==> config.mk <==
export PLATFORM = sky130hd
export DESIGN_NAME = timer_apb_regs_flat
export DESIGN_NICKNAME = d
export VERILOG_FILES = /design/src/rtl/timer_pkg.sv /design/src/rtl/timer_apb_regs_if.sv /design/src/rtl/timer_sticky_flag.sv /design/src/rtl/timer_apb_regs.sv /design/src/flat_wrapper.sv
export SDC_FILE = /design/constraint.sdc
export NUM_CORES = 1
export LEC_CHECK = 0
export ABC_AREA = 1
export ABC_CLOCK_PERIOD_IN_PS = 1510
export CORE_MARGIN = 2
export CORE_UTILIZATION = 42
export DETAILED_ROUTE_END_ITERATION = 16
export MAX_ROUTING_LAYER = met4
export PLACE_DENSITY = 0.75
export SLEW_MARGIN = 20
export SYNTH_ARGS = -nofsm -noshare
export SYNTH_HDL_FRONTEND = slang
export SYNTH_SLANG_ARGS = --single-unit
==> constraint.sdc <==
create_clock -name PCLK -period 1.51 [get_ports PCLK]
set_input_delay 0.2265 -clock PCLK [delete_from_list [all_inputs] [get_ports PCLK]]
set_output_delay 0.2265 -clock PCLK [all_outputs]
set_load 0.01 [all_outputs]
==> src/rtl/timer_pkg.sv <==
// rtl/timer_pkg.sv - shared register map, bit positions and bus FSM encoding for the timer block
package timer_pkg;

  localparam logic [2:0] ADDR_TDR  = 3'h0;
  localparam logic [2:0] ADDR_TCR  = 3'h1;
  localparam logic [2:0] ADDR_TSR  = 3'h2;
  localparam logic [2:0] ADDR_TCNT = 3'h3;
  localparam logic [2:0] ADDR_TIER = 3'h4;

  localparam int TCR_LOAD    = 7;
  localparam int TCR_UD      = 5;
  localparam int TCR_EN      = 4;
  localparam int TCR_CKS_LSB = 0;

  localparam int TSR_OVF = 0;
  localparam int TSR_UDF = 1;

  typedef enum logic [1:0] {
    IDLE  = 2'd0,
    SETUP = 2'd1,
    WAIT  = 2'd2,
    DONE  = 2'd3
  } apb_state_e;

endpackage

==> src/rtl/timer_apb_regs_if.sv <==
// rtl/timer_apb_regs_if.sv - APB bus bundle between a master and the timer register block
interface timer_apb_regs_if #(
  parameter int DATA_WIDTH = 8,
  parameter int ADDR_WIDTH = 8
);

  logic                  PSEL;
  logic                  PENABLE;
  logic                  PWRITE;
  logic [ADDR_WIDTH-1:0] PADDR;
  logic [DATA_WIDTH-1:0] PWDATA;
  logic [DATA_WIDTH-1:0] PRDATA;
  logic                  PREADY;
  logic                  PSLVERR;

  modport master (
    output PSEL, PENABLE, PWRITE, PADDR, PWDATA,
    input  PRDATA, PREADY, PSLVERR
  );

  modport slave (
    input  PSEL, PENABLE, PWRITE, PADDR, PWDATA,
    output PRDATA, PREADY, PSLVERR
  );

endinterface

==> src/rtl/timer_sticky_flag.sv <==
// rtl/timer_sticky_flag.sv - one sticky status bit, write-1-to-clear, set beats clear on the same edge
module timer_sticky_flag (
  input  logic clk,
  input  logic rst_n,
  input  logic set,
  input  logic clr,
  output logic flag
);

  logic flag_d;
  logic flag_q;

  always_comb begin
    flag_d = flag_q;
    if (clr) flag_d = 1'b0;
    if (set) flag_d = 1'b1;
  end

  always_ff @(posedge clk or negedge rst_n) begin
    if (!rst_n) flag_q <= 1'b0;
    else        flag_q <= flag_d;
  end

  assign flag = flag_q;

endmodule

==> src/rtl/timer_apb_regs.sv <==
// rtl/timer_apb_regs.sv - APB register file driving timer_counter controls with sticky OVF/UDF status and irq
module timer_apb_regs
  import timer_pkg::*;
#(
  parameter int DATA_WIDTH = 8,
  parameter int ADDR_WIDTH = 8
) (
  input  logic                  PCLK,
  input  logic                  PRESET_n,
  timer_apb_regs_if.slave       apb,
  input  logic [DATA_WIDTH-1:0] TCNT_In,
  input  logic                  Set_OVF_pulse,
  input  logic                  Set_UDF_pulse,
  output logic [DATA_WIDTH-1:0] count_start_value,
  output logic                  count_load,
  output logic                  count_enable,
  output logic                  count_up_down,
  output logic [1:0]            clk_sel,
  output logic                  irq
);

  apb_state_e            state_q, state_d;
  logic [DATA_WIDTH-1:0] tdr_q, tdr_d;
  logic [DATA_WIDTH-1:0] tcr_q, tcr_d;
  logic [1:0]            tier_q, tier_d;
  logic [DATA_WIDTH-1:0] prdata_q, prdata_d;
  logic                  pready_q, pready_d;
  logic                  pslverr_q, pslverr_d;

  logic [2:0]            reg_addr;
  logic                  addr_err;
  logic                  access_err;
  logic                  access_phase;
  logic                  wr_commit;
  logic [DATA_WIDTH-1:0] rd_data;
  logic                  ovf_clr, udf_clr;
  logic                  ovf_flag, udf_flag;

  assign reg_addr     = apb.PADDR[2:0];
  assign addr_err     = (apb.PADDR[ADDR_WIDTH-1:3] != '0) || (reg_addr > ADDR_TIER);
  assign access_err   = addr_err || (apb.PWRITE && (reg_addr == ADDR_TCNT));
  assign access_phase = apb.PSEL && apb.PENABLE;

  // Writes land at the end of the ready cycle so the master's data is held stable across it.
  assign wr_commit = (state_q == WAIT) && access_phase && apb.PWRITE && !access_err;

  always_comb begin
    state_d = state_q;
    case (state_q)
      IDLE:    if (apb.PSEL && !apb.PENABLE) state_d = SETUP;
      SETUP: begin
        if (!apb.PSEL)         state_d = IDLE;
        else if (apb.PENABLE)  state_d = WAIT;
      end
      WAIT:    state_d = apb.PSEL ? DONE : IDLE;
      DONE:    state_d = (apb.PSEL && !apb.PENABLE) ? SETUP : IDLE;
      default: state_d = IDLE;
    endcase
  end

  always_comb begin
    rd_data = '0;
    case (reg_addr)
      ADDR_TDR:  rd_data = tdr_q;
      ADDR_TCR:  rd_data = tcr_q;
      ADDR_TSR: begin
        rd_data[TSR_OVF] = ovf_flag;
        rd_data[TSR_UDF] = udf_flag;
      end
      ADDR_TCNT: rd_data = TCNT_In;
      ADDR_TIER: rd_data[1:0] = tier_q;
      default:   rd_data = '0;
    endcase
  end

  always_comb begin
    pready_d  = (state_q == SETUP) && access_phase;
    pslverr_d = pready_d && access_err;
    prdata_d  = '0;
    if (pready_d && !apb.PWRITE && !access_err) prdata_d = rd_data;
  end

  always_comb begin
    tdr_d  = tdr_q;
    tcr_d  = tcr_q;
    tier_d = tier_q;
    if (wr_commit) begin
      case (reg_addr)
        ADDR_TDR:  tdr_d = apb.PWDATA;
        ADDR_TCR: begin
          // Only load, direction, enable and prescaler select are real bits.
          tcr_d                                  = '0;
          tcr_d[TCR_LOAD]                        = apb.PWDATA[TCR_LOAD];
          tcr_d[TCR_UD]                          = apb.PWDATA[TCR_UD];
          tcr_d[TCR_EN]                          = apb.PWDATA[TCR_EN];
          tcr_d[TCR_CKS_LSB+1:TCR_CKS_LSB]       = apb.PWDATA[TCR_CKS_LSB+1:TCR_CKS_LSB];
        end
        ADDR_TIER: tier_d = apb.PWDATA[1:0];
        default:   tier_d = tier_q;
      endcase
    end
  end

  assign ovf_clr = wr_commit && (reg_addr == ADDR_TSR) && apb.PWDATA[TSR_OVF];
  assign udf_clr = wr_commit && (reg_addr == ADDR_TSR) && apb.PWDATA[TSR_UDF];

  always_ff @(posedge PCLK or negedge PRESET_n) begin
    if (!PRESET_n) begin
      state_q   <= IDLE;
      tdr_q     <= '0;
      tcr_q     <= '0;
      tier_q    <= '0;
      prdata_q  <= '0;
      pready_q  <= 1'b0;
      pslverr_q <= 1'b0;
    end else begin
      state_q   <= state_d;
      tdr_q     <= tdr_d;
      tcr_q     <= tcr_d;
      tier_q    <= tier_d;
      prdata_q  <= prdata_d;
      pready_q  <= pready_d;
      pslverr_q <= pslverr_d;
    end
  end

  timer_sticky_flag u_ovf_flag (
    .clk   (PCLK),
    .rst_n (PRESET_n),
    .set   (Set_OVF_pulse),
    .clr   (ovf_clr),
    .flag  (ovf_flag)
  );

  timer_sticky_flag u_udf_flag (
    .clk   (PCLK),
    .rst_n (PRESET_n),
    .set   (Set_UDF_pulse),
    .clr   (udf_clr),
    .flag  (udf_flag)
  );

  assign apb.PRDATA        = prdata_q;
  assign apb.PREADY        = pready_q;
  assign apb.PSLVERR       = pslverr_q;
  assign count_start_value = tdr_q;
  assign count_load        = tcr_q[TCR_LOAD];
  assign count_enable      = tcr_q[TCR_EN];
  assign count_up_down     = tcr_q[TCR_UD];
  assign clk_sel           = tcr_q[TCR_CKS_LSB+1:TCR_CKS_LSB];
  assign irq               = |({udf_flag, ovf_flag} & tier_q);

endmodule

==> src/flat_wrapper.sv <==
// flat-port wrapper written by rule: the top's interface ports become plain ports
module timer_apb_regs_flat import timer_pkg::*;
#(
  parameter int DATA_WIDTH = 8,
  parameter int ADDR_WIDTH = 8
)
  (PCLK, PRESET_n, TCNT_In, Set_OVF_pulse, Set_UDF_pulse, count_start_value, count_load, count_enable, count_up_down, clk_sel, irq, apb_PSEL, apb_PENABLE, apb_PWRITE, apb_PADDR, apb_PWDATA, apb_PRDATA, apb_PREADY, apb_PSLVERR);
  timer_apb_regs_if #(.DATA_WIDTH(DATA_WIDTH), .ADDR_WIDTH(ADDR_WIDTH)) apb_i ();
  input  logic PCLK;
  input  logic PRESET_n;
  input  logic [DATA_WIDTH-1:0] TCNT_In;
  input  logic Set_OVF_pulse;
  input  logic Set_UDF_pulse;
  output logic [DATA_WIDTH-1:0] count_start_value;
  output logic count_load;
  output logic count_enable;
  output logic count_up_down;
  output logic [1:0] clk_sel;
  output logic irq;
  input wire logic [$bits(apb_i.PSEL)-1:0] apb_PSEL;
  input wire logic [$bits(apb_i.PENABLE)-1:0] apb_PENABLE;
  input wire logic [$bits(apb_i.PWRITE)-1:0] apb_PWRITE;
  input wire logic [$bits(apb_i.PADDR)-1:0] apb_PADDR;
  input wire logic [$bits(apb_i.PWDATA)-1:0] apb_PWDATA;
  output wire logic [$bits(apb_i.PRDATA)-1:0] apb_PRDATA;
  output wire logic [$bits(apb_i.PREADY)-1:0] apb_PREADY;
  output wire logic [$bits(apb_i.PSLVERR)-1:0] apb_PSLVERR;
  assign apb_i.PSEL = apb_PSEL;
  assign apb_i.PENABLE = apb_PENABLE;
  assign apb_i.PWRITE = apb_PWRITE;
  assign apb_i.PADDR = apb_PADDR;
  assign apb_i.PWDATA = apb_PWDATA;
  assign apb_PRDATA = apb_i.PRDATA;
  assign apb_PREADY = apb_i.PREADY;
  assign apb_PSLVERR = apb_i.PSLVERR;
  timer_apb_regs #(.DATA_WIDTH(DATA_WIDTH), .ADDR_WIDTH(ADDR_WIDTH)) u_core (.PCLK(PCLK), .PRESET_n(PRESET_n), .apb(apb_i), .TCNT_In(TCNT_In), .Set_OVF_pulse(Set_OVF_pulse), .Set_UDF_pulse(Set_UDF_pulse), .count_start_value(count_start_value), .count_load(count_load), .count_enable(count_enable), .count_up_down(count_up_down), .clk_sel(clk_sel), .irq(irq));
endmodule
Word-level counts from Yosys, hierarchy flattened:

Cells that the tools add are included.

* register bits: 29
* input port bits: 31
* output and inout bits: 24
* logic and storage cells: 61

* $lt $le $gt $ge: 1
* equality and inequality tests: 9
* mux-type cells: 13
* bitwise logic cells: 1
* reduce and logical (&&, ||, !) cells: 28

Operators with widths (count)
* one-hot mux 6 bit (3 select lines): 1
* logical AND 1 bit: 13
* one-hot mux 2 bit (5 select lines): 1
* 2-to-1 mux 2 bit: 4
* 2-to-1 mux 8 bit: 1
* one-hot mux 2 bit (4 select lines): 1
* AND reduction 2 bit: 4
* equality test 3 x 2 -> 1 bit, second input constant: 2
* 2-to-1 mux 1 bit: 5
* nonzero test 5 bit: 1
* equality test 2 bit, second input constant: 2
* nonzero test 2 bit: 2
* equality test 3 x 1 -> 1 bit, second input constant: 1
* equality test 3 bit, second input constant: 1
* greater-than comparator 3 bit, second input constant: 1
* zero test 1 bit: 3
* zero test 3 bit: 1
* != test 3 bit, second input constant: 1
* bitwise AND 2 bit: 1
* equality test 2 x 1 -> 1 bit, second input constant: 1
* zero test 2 bit: 1
* logical OR 1 bit: 2
* != test 2 x 1 -> 1 bit, second input constant: 1
* OR reduction 2 bit: 1

Depth between registers and ports, before layout:

Gate-level depths: netlist of the first run.

* depth after elaboration: 9
* gate-level depth with buffers: 9
* depth with buffers taken out: 8

By module:

From an unflattened synthesis of the first run, not the netlist that was laid out.

* cell total of the unflattened synthesis: 172
* area total of the unflattened synthesis: 1405.1 um^2

By module, submodules not included
* timer_apb_regs: times used 1, cells an instance 162, area an instance 1325.0 um^2, sequential area each 675.6 um^2
* timer_sticky_flag: times used 2, cells an instance 5, area an instance 40.0 um^2, sequential area each 25.0 um^2

Worst setup path before layout of the first run:

OpenSTA, ideal clock, no wires.

* path kind: register to register
* from: register u_core.state_q[0]
* to: register u_core.tdr_q[1] (netlist: u_core.count_start_value[1])
* library setup time: 118 ps
* data arrival time: 1207 ps
* data required time: 1392 ps
* path slack: 185 ps
* cell stages (with the launch flop): 8
* path buffers: 1
* clock period less this slack: 1325 ps
* cells stage by stage: dfrtp_1 -> nor2_1 -> nand3_1 -> nor2_8 -> nand2_4 -> buf_6 -> nand2_1 -> o21ai_2

* cells in the longest elaborated chain, start to end: 5

RTL lines
* start, declared: RTL line timer_apb_regs.sv:22 `apb_state_e state_q, state_d;`
* start signal, assigned: RTL line timer_apb_regs.sv:117 `state_q <= state_d;`
* equality test 2 bit: RTL line timer_apb_regs.sv:45 `assign wr_commit = (state_q == WAIT) && access_phase && apb.PWRITE && !access_err;`
* logical AND 1 bit (3 in series): RTL line timer_apb_regs.sv:45
* AND reduction 2 bit (no source line)
* end signal, assigned: RTL line timer_apb_regs.sv:118 `tdr_q <= tdr_d;`
* end, declared: RTL line timer_apb_regs.sv:23 `logic [DATA_WIDTH-1:0] tdr_q, tdr_d;`

Every way passes these cells.
A chain may end at the register's enable or synchronous reset.

Final worst setup path of the first run:

* from: register u_core.tdr_q[6] (netlist: u_core.count_start_value[6])
* to: output count_start_value[6]

RTL lines
* end, declared: RTL line flat_wrapper.sv:14 `output logic [DATA_WIDTH-1:0] count_start_value;`

No word-level cell between the ends.

==> out/qor.yml, run 1 <==
cts_tree: "yes"
use_met1_pct: 25.9
dp_hpwl_um: 2750
slowest_delay_ns: 0.54
grt_first_pass_wirelength_um: 5890
fin_skew_ns: 0.00905
grt_usage_pct: 22.6
fp.dieArea_um2: 3690
vdd_drop_max_mv: 0.910
path_class: "reg2out"
area_growth_pct: 60.8
power_density_nw_per_um2: 747
hold_ws_ns: 0.276
routedWlPerCell_um: 13.1
slew_violations: 0
ys_seq_elements: 29
required_ns: 1.28
numCtsBuffers: 5
hold_path_class: "in2async"
clockBufferDepth: 2
setup_violations: 0
route.detailed.drc: 0
dieWidth_um: 60.7
rsz0062_at_grt: "no"
drive_gt1_share_pct: 17.9
cp-end-kind: "output port"
ys.warnings.count: 0
portBuffers: 54
final_nets: 265
clkTransAtPathRegs_ns: 0.09
netlist_instances: 157
final_common_cell: "nand2_1"
fin_crit_ns: 1.47
netlist_area_um2: 1350
grt_max_degree: 30
cts_hold_buffers: 0
via_per_inst: 4.85
dpl.cell_count: 269
cap_violations: 0
die_h_um: 60.7
antennaDiodeCount: 0
finalNonFillerCells: 279
fmax_ghz: 0.680
synth_edf_count: 0
drtIter0Drc: 30
fillCellCount: 252
timing.setup.tns_ns: 0
gr-usage-met3_pct: 3.20
row_count: 20
antenna_found_initial: 0
via_count: 1352
utilization_pct: 71.2
cts_max_level: 2
worst_slew_pin_slew_ns: 0.362
synthArstFlopShare_pct: 100
start_util_pct: 44.3
grt.busiest_layer: "met2"
outcome: "completed"
finalCritPeriodShare_pct: 97.3
cp_max_fo: 3
rr_worst_depth: 6
crit_arrival_ns: 1.24
cp_cell_sequence: "clkdlybuf4s50_1"
cp_top_family: "buffers and inverters"
synthFlopType: "dfrtp_1"
ant_nets: 0
core_um2: 3050
clk_latency_ns: 0.32
clock-root-buffer: "clkbuf_4"
firstDrtPassIters: 4
grtUsageMet2_pct: 38.1
finalPower_uw: 1620
grt-ovfl-total: 0
cts.sinks: 29
crit_cells: 1
slew_headroom_pct: 75.9
ys_types: 22
timing.critical_path.buf_inv: 1
grt_pass1_vias: 1361
gp_congestion: 0.921
start_kind: "flip-flop"
wirelength_um: 3670
synth_fp_nets: 188
leakage_uw: 0.00123
cpMaxStageDelayCell: "clkdlybuf4s50_1"
hold_viol_final: 0
synth.avg_cell_area_um2: 8.61
final_cell_mix: "52 x nand2_1, 42 x clkdlybuf4s50_1, 29 x dfrtp_1"
io_pins: 55
yosysSeqAreaShare_pct: 53.7
[worst reg2reg max path, delay by kind of cell, from the launching register on]
kind / cells / cell delay (ns)
DFF: 1 / 0.40
and+or+nand+nor: 5 / 0.81
AOI/OAI and AO/OA: 1 / 0.05
[kinds of logic after synthesis]
family	Yosys count	share of synthesized area [%]
flip-flops	29	53.7
AND/OR/NAND/NOR	85	29.4
buffers and inverters	20	6.20
AO/OA/AOI/OAI	23	10.6
[cell usage after synthesis, types with 2 or more instances]
cell type  number  area [um2]
nand2_1        52         195
dfrtp_1        29         726
inv_1          17        63.8
nor2_1         12        45.0
a21oi_1         8        40.0
nand3_1         8        40.0
o21ai_1         7        35.0
o21ai_2         5        43.8
nand2_2         3        18.8
a22o_1          2        17.5
nand4_1         2        12.5
nor2_2          2        12.5
[layout make-up]
cell class	count	area (um2)	share of cell area, %
clock inverters	1	30.0	1.38
multi-input cells	108	549	25.3
flip-flops and latches	29	726	33.4
inverters	18	67.6	3.11
repair buffers	72	691	31.8
clock buffers	7	55.1	2.53
well taps	44	55.1	2.53
[path summary, 6_finish.rpt]
| path | startpoint | end | slack [ns] |
|---|---|---|---|
| max in group asynchronous | PRESET_n | u_core.count_start_value[0] | 0.96 |
| worst max-delay path | u_core.count_start_value[6] | count_start_value[6] | 0.04 |
| worst min register to register | u_core.count_start_value[6] | u_core.count_start_value[6] | 0.51 |
| worst max register to register | u_core.state_q[0] | u_core.count_start_value[7] | 0.16 |
| min in group PCLK | Set_OVF_pulse | u_core.u_ovf_flag.flag | 0.44 |
| worst min-delay path | PRESET_n | u_core.count_start_value[1] | 0.28 |
[metrics by stage]
stage          worst slack [ns]  cell area [um2]
6_report                 0.0405             2170
2_1_floorplan             0.185             1350
5_1_grt                 0.00265             2170
3_5_place_dp             -0.213             2050
4_1_cts                 0.00312             2140
3_3_place_gp             -0.154             2050
[repair_timing]
action / CTS / global route
setup endpoints to repair: 5 / 24
setup buffers: 1 / 1
pin swaps: 0 / 0
gates resized for setup: 4 / 10
[where the power goes]
part           internal (uW)  total, uW  switching, uW  leakage (uW)
clock network            395        652            256     0.0000455
registers                781        783           2.52      0.000393
logic                    107        189           82.8      0.000791
total                   1280       1620            342       0.00123
[registers in the layout, summed over array words and instances, names as in the netlist, 2 cells and up]
signal                    count
u_core.apb.PRDATA             8
u_core.count_start_value      8
u_core.tcr_q                  5
u_core.state_q                2
u_core.tier_q                 2
[layer usage]
| metal | part of all wire (%) | vias to the layer above |
|---|---|---|
| li1 | - | 650 |
| met1 | 41 | 653 |
| met2 | 52 | 41 |
| met3 | 4.4 | 8 |
| met4 | 2.4 | 0 |
| met5 | 0 | - |
Note: power is estimated with default switching activity, not from simulation.
==> inputs of run 2 (changes only) <==
--- a/constraint.sdc
+++ b/constraint.sdc
@@ -3,2 +3,2 @@
 set_output_delay 0.2265 -clock PCLK [all_outputs]
-set_load 0.01 [all_outputs]
+set_load 0.02 [all_outputs]
==> run 2 against run 1 <==
Die area stayed put. Design area down 1.2%. Count of clock-buffer cells in the layout is the same. Setup slack gained 0.0039 ns. Critical path type unchanged. Highest routed layer unchanged.
==> out/qor.yml, run 2 (synthesis gave the netlist of run 1 again) <==
routedWlPerCell_um: 13.0
cpMaxStageDelayCell: "clkdlybuf4s50_1"
rr_worst_depth: 6
combPwrFrac_pct: 11.7
portBuffers: 54
fin_skew_ns: 0.00896
via_count: 1338
final_nets: 263
required_ns: 1.28
via_per_inst: 4.83
cp_cell_sequence: "clkdlybuf4s50_1"
vdd_drop_max_mv: 0.908
slew_headroom_pct: 75.7
clock-root-buffer: "clkbuf_4"
grt_usage_pct: 22.5
switching_share_pct: 21.3
drive_gt1_share_pct: 17.2
antenna_found_initial: 0
core_um2: 3050
cp-end-kind: "output port"
dp_hpwl_um: 2750
final_cell_mix: "52 x nand2_1, 32 x clkdlybuf4s50_1, 29 x dfrtp_1"
rsz0062_at_grt: "no"
dieWidth_um: 60.7
crit_cells: 1
gp_congestion: 0.921
slew_violations: 0
power_density_nw_per_um2: 759
area_growth_pct: 58.9
drtIter0Drc: 36
clkTransAtPathRegs_ns: 0.09
seq_area_um2: 726
crit_arrival_ns: 1.24
slowest_delay_ns: 0.59
fmax_ghz: 0.682
route.detailed.drc: 0
grt-ovfl-total: 0
timing.critical_path.buf_inv: 1
cts.sinks: 29
hold_path_class: "in2async"
io_pins: 55
seq_power_share_pct: 48.1
antennaDiodeCount: 0
fin_crit_ns: 1.47
grt_first_pass_wirelength_um: 5860
finalCritPeriodShare_pct: 97.1
clockBufferDepth: 2
outcome: "completed"
path_class: "reg2out"
numCtsBuffers: 5
cts_tree: "yes"
row_count: 20
cp_max_fo: 1
clk_latency_ns: 0.32
hold_viol_final: 0
final_common_cell: "nand2_1"
ant_nets: 0
grt_pass1_vias: 1354
cts_hold_buffers: 0
die_h_um: 60.7
leakage_uw: 0.00126
cts_max_level: 2
firstDrtPassIters: 4
multiInputGateArea_um2: 549
fp.dieArea_um2: 3690
fillCellCount: 258
setup_violations: 0
grt_max_degree: 30
worst_slew_pin_slew_ns: 0.365
pre_cts_slack_ns: -0.213
p_int_uw: 1280
wirelength_um: 3590
cap_violations: 0
clkPwrFrac_pct: 40.2
p_sw_uw: 347
cp_top_family: "buffers and inverters"
finalPower_uw: 1630
hold_ws_ns: 0.273
start_kind: "flip-flop"
finalWorstSetupSlack_ns: 0.0444
start_util_pct: 44.3
utilization_pct: 70.3
==> run 2: cell count changes in the layout (fill, tap and decap cells not counted) <==
| cell | before | now |
|---|---|---|
| clkdlybuf4s50_1 | 42 | 32 |
| dlygate4sd2_1 | 4 | 13 |
| buf_4 | 18 | 16 |
| clkdlybuf4s15_1 | 0 | 1 |
==> run 2: path summary, 6_finish.rpt <==
check	start	endpoint	slack, ns
max	u_core.apb.PREADY	apb_PREADY	0.04
max in group asynchronous	PRESET_n	u_core.count_start_value[3]	0.96
max reg2reg	u_core.state_q[0]	u_core.count_start_value[7]	0.16
min in group PCLK	Set_OVF_pulse	u_core.u_ovf_flag.flag	0.44
min reg2reg	u_core.count_start_value[6]	u_core.count_start_value[6]	0.51
min	PRESET_n	u_core.count_start_value[1]	0.27
==> run 2: final cells by class <==
cell class | instances | share of cell area (%)
clock buffer | 7 | 2.56
clock inverter | 1 | 1.40
inverter | 18 | 3.15
multi-input combinational | 108 | 25.6
sequential | 29 | 33.8
tap | 44 | 2.56
timing repair buffer | 70 | 30.9
==> run 2: layer usage <==
layer | routed length [um] | GRT usage [%] | part of all wire [%]
met3 | 176 | 3.20 | 4.9
met4 | 109 | 12.4 | 3.0
met2 | 1830 | 38.1 | 51
met1 | 1480 | 25.6 | 41
met5 | 0 | - | 0
==> run 2: power by group through the flow <==
stage	clock network [uW]	logic [uW]	registers [uW]
2_1_floorplan	0	46.4	801
3_3_place_gp	0	184	798
3_5_place_dp	0	189	799
4_1_cts	664	190	783
5_1_grt	703	208	784
6_report	656	190	783
==> run 2: what timing repair did <==
| action | 4_1_cts | 5_1_grt |
|---|---|---|
| pin swaps | 0 | 0 |
| setup buffers | 0 | 0 |
| endpoints found under the setup margin | 14 | 24 |
| gates resized for setup | 14 | 11 |
==> run 2: metrics by stage <==
stage / setup TNS (ns) / cells / area [um2]
global placement: -2.65 / 269 / 2050
global route: 0 / 277 / 2150
detailed placement: -3.99 / 269 / 2050
CTS: 0 / 277 / 2120
finish: 0 / 277 / 2150
floorplan: 0 / 157 / 1350
